$ cat src/rtl/tm1638_pkg.sv
// Shared definitions for the TM1638-style serial display/keypad responder.
package tm1638_pkg;

    // Command class, taken from bits [7:6] of the first byte after STB falls.
    localparam logic [1:0] CMD_NONE = 2'b00;
    localparam logic [1:0] CMD_DATA = 2'b01;
    localparam logic [1:0] CMD_DISP = 2'b10;
    localparam logic [1:0] CMD_ADDR = 2'b11;

    // Bit positions inside a data command byte.
    localparam int DATA_RD_BIT    = 1;
    localparam int DATA_FIXED_BIT = 2;

    // Bit position of the enable flag inside a display-control byte.
    localparam int DISP_ON_BIT = 3;

    typedef enum logic [2:0] {
        IDLE,
        CMD,
        WRITE,
        READ,
        DISCARD
    } state_t;

endpackage

$ cat src/rtl/tm_pin_sync.sv
// Multi-flop synchronizer for one asynchronous pin, with edge detection.
// The chain resets low, so a pin that is already low when reset releases
// produces no falling edge until it has first been seen high.
module tm_pin_sync #(
    parameter int STAGES = 2    // must be at least 2
) (
    input  logic clk,
    input  logic reset,
    input  logic pin,
    output logic level,
    output logic rise,
    output logic fall
);

    logic [STAGES-1:0] sync_q;
    logic              prev_q;

    // Shift the pin through the synchronizer chain and keep the previous level.
    always_ff @(posedge clk) begin
        // NOTE: non-blocking assignments let every flop sample its input
        // before any of them update, which is what makes the chain a chain.
        if (reset) begin
            sync_q <= '0;
            prev_q <= 1'b0;
        end else begin
            sync_q <= {sync_q[STAGES-2:0], pin};
            prev_q <= sync_q[STAGES-1];
        end
    end

    assign level = sync_q[STAGES-1];
    assign rise  = level & ~prev_q;
    assign fall  = ~level & prev_q;

endmodule

$ cat src/rtl/tm1638_responder.sv
// Device-side model of a TM1638-style STB/CLK/DIO link: decodes commands into
// a 16-byte display RAM and display-control settings, and shifts a keypad
// snapshot back out on DIO.
module tm1638_responder
    import tm1638_pkg::*;
#(
    parameter int SYNC_STAGES = 2
) (
    input  logic        clk,
    input  logic        reset,
    input  logic        tm_stb,
    input  logic        tm_clk,
    input  logic        tm_dio_in,
    output logic        tm_dio_out,
    output logic        tm_dio_oe,
    input  logic [31:0] key_data,
    input  logic [3:0]  disp_addr,
    output logic [7:0]  disp_data,
    output logic        disp_on,
    output logic [2:0]  brightness,
    output logic        frame_done
);

    logic stb_rise, stb_fall, clk_rise, clk_fall, dio_lvl;
    logic stb_level_unused, clk_level_unused, dio_rise_unused, dio_fall_unused;

    tm_pin_sync #(.STAGES(SYNC_STAGES)) u_sync_stb (
        .clk(clk), .reset(reset), .pin(tm_stb),
        .level(stb_level_unused), .rise(stb_rise), .fall(stb_fall)
    );

    tm_pin_sync #(.STAGES(SYNC_STAGES)) u_sync_clk (
        .clk(clk), .reset(reset), .pin(tm_clk),
        .level(clk_level_unused), .rise(clk_rise), .fall(clk_fall)
    );

    tm_pin_sync #(.STAGES(SYNC_STAGES)) u_sync_dio (
        .clk(clk), .reset(reset), .pin(tm_dio_in),
        .level(dio_lvl), .rise(dio_rise_unused), .fall(dio_fall_unused)
    );

    state_t      state_q, state_d;
    logic [2:0]  bit_cnt_q;
    logic [7:0]  shift_q;
    logic [3:0]  addr_q;
    logic        rd_q, fixed_q;
    logic        disp_on_q;
    logic [2:0]  brightness_q;
    logic        pending_q, frame_done_q;
    logic [31:0] key_snap_q;
    logic [4:0]  rd_idx_q, rd_idx_next;
    logic        seen_rise_q;
    logic        dio_oe_q, dio_out_q;
    logic [7:0]  ram_q [16];

    // Byte assembly: bits arrive LSB first, so new bits enter at the top.
    logic [7:0] byte_d;
    logic       byte_done;

    assign byte_d      = {dio_lvl, shift_q[7:1]};
    assign byte_done   = clk_rise && !stb_rise && (bit_cnt_q == 3'd7)
                         && (state_q == CMD || state_q == WRITE);
    assign rd_idx_next = rd_idx_q + 5'd1;

    // State register.
    always_ff @(posedge clk) begin
        if (reset) state_q <= IDLE;
        else       state_q <= state_d;
    end

    // Next-state decode; an STB rise overrides everything else.
    always_comb begin
        // NOTE: default first so every path assigns state_d and no latch forms.
        state_d = state_q;
        unique case (state_q)
            IDLE: if (stb_fall) state_d = CMD;
            CMD: begin
                if (byte_done) begin
                    unique case (byte_d[7:6])
                        CMD_DATA: state_d = byte_d[DATA_RD_BIT] ? READ : DISCARD;
                        CMD_ADDR: state_d = WRITE;
                        default:  state_d = DISCARD;
                    endcase
                end
            end
            default: ;
        endcase
        if (stb_rise) state_d = IDLE;
    end

    // Datapath: shifting, command decode, RAM writes, read-back and frame pulse.
    always_ff @(posedge clk) begin
        if (reset) begin
            bit_cnt_q    <= '0;
            shift_q      <= '0;
            addr_q       <= '0;
            rd_q         <= 1'b0;
            fixed_q      <= 1'b0;
            disp_on_q    <= 1'b0;
            brightness_q <= '0;
            pending_q    <= 1'b0;
            frame_done_q <= 1'b0;
            key_snap_q   <= '0;
            rd_idx_q     <= '0;
            seen_rise_q  <= 1'b0;
            dio_oe_q     <= 1'b0;
            dio_out_q    <= 1'b1;
            // NOTE: the RAM is built from flops rather than a memory macro
            // precisely so that reset can clear every byte.
            for (int i = 0; i < 16; i++) ram_q[i] <= '0;
        end else begin
            frame_done_q <= 1'b0;
            if (stb_rise) begin
                frame_done_q <= pending_q;
                pending_q    <= 1'b0;
                dio_oe_q     <= 1'b0;
                dio_out_q    <= 1'b1;
                bit_cnt_q    <= '0;
            end else begin
                unique case (state_q)
                    IDLE: if (stb_fall) bit_cnt_q <= '0;
                    CMD, WRITE: begin
                        if (clk_rise) begin
                            shift_q   <= byte_d;
                            bit_cnt_q <= bit_cnt_q + 3'd1;
                        end
                        if (byte_done && state_q == CMD) begin
                            unique case (byte_d[7:6])
                                CMD_DATA: begin
                                    rd_q    <= byte_d[DATA_RD_BIT];
                                    fixed_q <= byte_d[DATA_FIXED_BIT];
                                    if (byte_d[DATA_RD_BIT]) key_snap_q <= key_data;
                                end
                                CMD_ADDR: addr_q <= byte_d[3:0];
                                CMD_DISP: begin
                                    disp_on_q    <= byte_d[DISP_ON_BIT];
                                    brightness_q <= byte_d[2:0];
                                end
                                default: ;
                            endcase
                        end
                        if (byte_done && state_q == WRITE) begin
                            ram_q[addr_q] <= byte_d;
                            pending_q     <= 1'b1;
                            if (!fixed_q) addr_q <= addr_q + 4'd1;
                        end
                    end
                    READ: begin
                        if (!dio_oe_q && rd_q) begin
                            // First cycle in READ: present bit 0 of the snapshot.
                            dio_oe_q    <= 1'b1;
                            dio_out_q   <= key_snap_q[0];
                            rd_idx_q    <= '0;
                            seen_rise_q <= 1'b0;
                        end else if (clk_rise) begin
                            seen_rise_q <= 1'b1;
                        end else if (clk_fall && seen_rise_q) begin
                            rd_idx_q    <= rd_idx_next;
                            dio_out_q   <= key_snap_q[rd_idx_next];
                            seen_rise_q <= 1'b0;
                        end
                    end
                    default: ;
                endcase
            end
        end
    end

    assign disp_data  = ram_q[disp_addr];
    assign disp_on    = disp_on_q;
    assign brightness = brightness_q;
    assign frame_done = frame_done_q;
    assign tm_dio_oe  = dio_oe_q;
    assign tm_dio_out = dio_out_q;

endmodule
$ cat config.mk
export PLATFORM = sky130hd
export DESIGN_NAME = tm1638_responder
export DESIGN_NICKNAME = d
export VERILOG_FILES = /design/src/rtl/tm1638_pkg.sv /design/src/rtl/tm_pin_sync.sv /design/src/rtl/tm1638_responder.sv
export SDC_FILE = /design/constraint.sdc
export NUM_CORES = 1
export LEC_CHECK = 0
export ABC_CLOCK_PERIOD_IN_PS = 2900
export BUFFER_PORTS_ARGS = -buffer_cell sky130_fd_sc_hd__buf_4
export CORE_MARGIN = 3
export CORE_UTILIZATION = 60
export DETAILED_ROUTE_END_ITERATION = 8
export GPL_ROUTABILITY_DRIVEN = 0
export GPL_TIMING_DRIVEN = 0
export PLACE_DENSITY = 0.88
export SLEW_MARGIN = 20
export SYNTH_ARGS = -nofsm -noshare
export SYNTH_HDL_FRONTEND = slang
export SYNTH_HIERARCHICAL = 1
export SYNTH_SLANG_ARGS = --single-unit
$ cat constraint.sdc
create_clock -name clk -period 2.9 [get_ports clk]
set_input_delay 0.435 -clock clk [delete_from_list [all_inputs] [get_ports clk]]
set_output_delay 0.435 -clock clk [all_outputs]
set_load 0.02 [all_outputs]
# Word level (Yosys, flattened, before mapping)
# Memories as Yosys holds them, arrays and structs flattened.
# Cells that the tools add are included.
# word_totals
regBits	74
mem_bits_rw	128
input_bits	41
out_inout_bits	15
word_cells	109
memories	1
# mem_list
memory	depth	word_bits	read_ports	rd_clocked_by_memory_dff	wr	line	rtl
ram_q	16	8	1	0	16	tm1638_responder.sv:54	logic [7:0] ram_q [16];
# classes
n_addsub	3
n_lt_le_gt_ge	1
n_eq_ne	11
mux	33
bitwise_logic	9
n_reduce_logical	31
# ops
op	count
$mux W4	5
$pmux W3 S2	3
$mux W1	15
$mux W3	5
$mux W5	3
$reduce_and A3 Y1	5
$reduce_and A4 Y1	3
$mux W8	1
$reduce_or A8 Y1	1
$logic_and A1 B1 Y1	7
$eq A3 B2 Y1 const B	2
$lt A5 B6 Y1 const B	1
$ne A2 B2 Y1 const B	3
$reduce_and A2 Y1	3
$reduce_bool A2 Y1	3
$reduce_or A2 Y1	3
$add A5 B1 Y5 const B	1
$bmux W1 S5	1
$not A1 Y1	5
$reduce_and A5 Y1	1
$add A4 B1 Y4 const B	1
$and A1 B1 Y1	4
$eq A2 B2 Y1 const B	2
$add A3 B1 Y3 const B	1
8 further kinds	9

# Depth between registers and ports, before layout
# logic_depth
ltp_word	14
mapped_depth	9
ltp_nobuf	7

# Cells and area by module
# Netlist, hierarchy kept.
# by_module_without_submodules
mod	instances	cells_each	area_each_um2	seq_area_each_um2
tm1638_responder	1	720	9012.4	5144.9
tm_pin_sync	3	8	91.3	60.1

# Worst setup path before layout
# Ideal clock, no wire load.
# synth_timing
path_type	input-to-output
startpoint	in disp_addr[0]
endpoint	out disp_data[0]
t_arrival_ns	1.841
required_ns	2.465
slack_ns	0.624
cell_stages	4
path_buffers	2
path_cell_list	buf_2 -> buf_4 -> mux4_2 -> mux4_2
# synth_via
elab_chain_cells	1
# synth_lines
element	line	rtl
start, declared	tm1638_responder.sv:17	input logic [3:0] disp_addr,
$mem_v2 Z16 W8	--	
end, declared	tm1638_responder.sv:18	output logic [7:0] disp_data,
# Every way passes these cells.

# Worst setup path after layout
# layout_timing
startpoint	in disp_addr[1]
endpoint	out disp_data[4]
# The elaborated chain is that of the path after synthesis.

==> out/summary.txt <==
PostCTS Resize Cnt = 0
CP Max Fanout = 10
Rel. slew slack = 52.8%
Critical Path AT = 2260 ps
commonest non-fill, non-tap cell in the layout = edfxtp_1
fmax = 371 MHz
DRT iter0 DRCs = 572
Setup TNS = 0 ps
Post-Syn Area = 9250 um^2
clk root buf = clkbuf_16
status = complete, no violations
clock skew = 11.5 ps
DIE AREA = 16900 um^2
Clock Sink Count = 201
endpoints failing setup = 0
startpoint types = input pin
All-Layer GR Usage = 25.8%
global-route wire length before repair = 33.6 mm
crit path time final = 2700 ps
Hold Path Stages = 2
Leak = 4.05 nW
Syn-to-layout area delta = 14.0%
Synth Net Count = 788
worst slew pin tran = 709 ps
DR pass1 iterations = 6
pwr/cell area = 580 nW/um^2
Fin. Hold Viols = 0
GRT overflow = 0
Crit path largest cell delay = 550 ps
Post-Synthesis Cells = 740
total CTS buffers = 21
most frequent cells in the layout = 128 x edfxtp_1, 97 x and2_1, 76 x nand2_1
Hold Path Class = input pin to flip-flop
RSZ-0062 raised after global routing = false
synth warn = 6
Synth Area per Inst = 12.5 um^2
FF-to-FF path depth = 9
vias per cell = 6.15
Placement Rows = 44
Post-CTS Hold Fix Bufs = 0
post-CTS setup buffers = 0
vias in the first global route = 6290
Crit. End Element = primary output
Tot Pwr = 6.12 mW
I/O pins = 56
max-capacitance violation count = 0
CP Class = input pin to primary output
Fin Hold WS = 167 ps
H-tree depth = 1
Die Span Y = 130 um
# DRC = 0
Worst-path clk slew = 60 ps
Worst IR Drop VDD = 422 uV
CTS Buffer Depth = 3
drt wl/cell = 20.9 um
Worst path slowest cell = buf_1
nets = 863
worst path required time = 2470 ps
fin crit share = 93.0%
core box area = 14800 um^2
Critical Path, Cell by Cell = buf_4 > buf_1 > mux4_2 > mux4_2 > buf_4
CTS tree = built
share of post-route cells with drive strength above 1 = 21.7%
Die Span X = 130 um
fin util = 71.2%
initial core utilization = 62.4%
final WL = 21.2 mm
largest net degree at the start of global routing = 15
DP Wirelength = 14.6 mm
# diodes = 0
initial antenna violation count = 0
vias = 6228
clock latency on the worst-skew pair = 490 ps
Final Max Tran Viols = 0
buffers added on ports = 52
Detail Route Antenna Nets = 0
==> layer usage <==
metal  global-route usage, %  share of wire (%)  vias up  wire (um)
met1                    32.6                 38     3080       8090
met2                    45.2                 52      280      10900
met5                       0                  0        -          0
met3                    3.32                6.4       63       1360
li1                        -                  -     2805          -
met4                    10.6                3.9        0        821
==> path summary, 6_finish.rpt <==
kind         slack, ps                   end                  from
max                200          disp_data[4]          disp_addr[1]
min                170  u_sync_dio/sync_q[0]             tm_dio_in
max reg2reg        400          ram_q[13][5]  u_sync_stb/sync_q[1]
min reg2reg        430  u_sync_clk/sync_q[1]  u_sync_clk/sync_q[0]
==> layout make-up <==
cell class	instances	area, um^2
clock inverter	8	115
timing repair buffer	52	390
buffer	66	345
fill	955	4270
clock buffer	28	558
tap	184	230
sequential	201	5310
inverter	7	26.3
multi-input combinational	466	3570
==> worst max-delay path: cells and delay by family <==
| kind | cells | cell delay [ps] |
|---|---|---|
| mux | 2 | 960 |
| buf+inv | 3 | 860 |
==> power by group <==
part / switching, mW / internal, mW
clock: 1.06 / 1.62
combinational: 0.170 / 0.150
sequential: 0.0232 / 3.10
total: 1.26 / 4.86
==> registers in the layout, summed over array words and instances, names as in the netlist, 3 cells and up <==
| register | count |
|---|---|
| addr_q | 4 |
| bit_cnt_q | 3 |
| brightness | 3 |
| key_snap_q | 32 |
| ram_q | 128 |
| rd_idx_q | 5 |
| shift_q | 7 |
| state_q | 3 |
==> through the flow <==
| step | cells | instance area, um^2 | setup WS, ps |
|---|---|---|---|
| 2_1_floorplan | 740 | 9250 | 624 |
| 3_3_place_gp | 976 | 9870 | 190 |
| 3_5_place_dp | 976 | 9870 | 90.3 |
| 4_1_cts | 1012 | 10500 | 215 |
| 5_1_grt | 1012 | 10500 | 165 |
| 6_report | 1012 | 10500 | 203 |
Power figures use the tool's default switching activity.
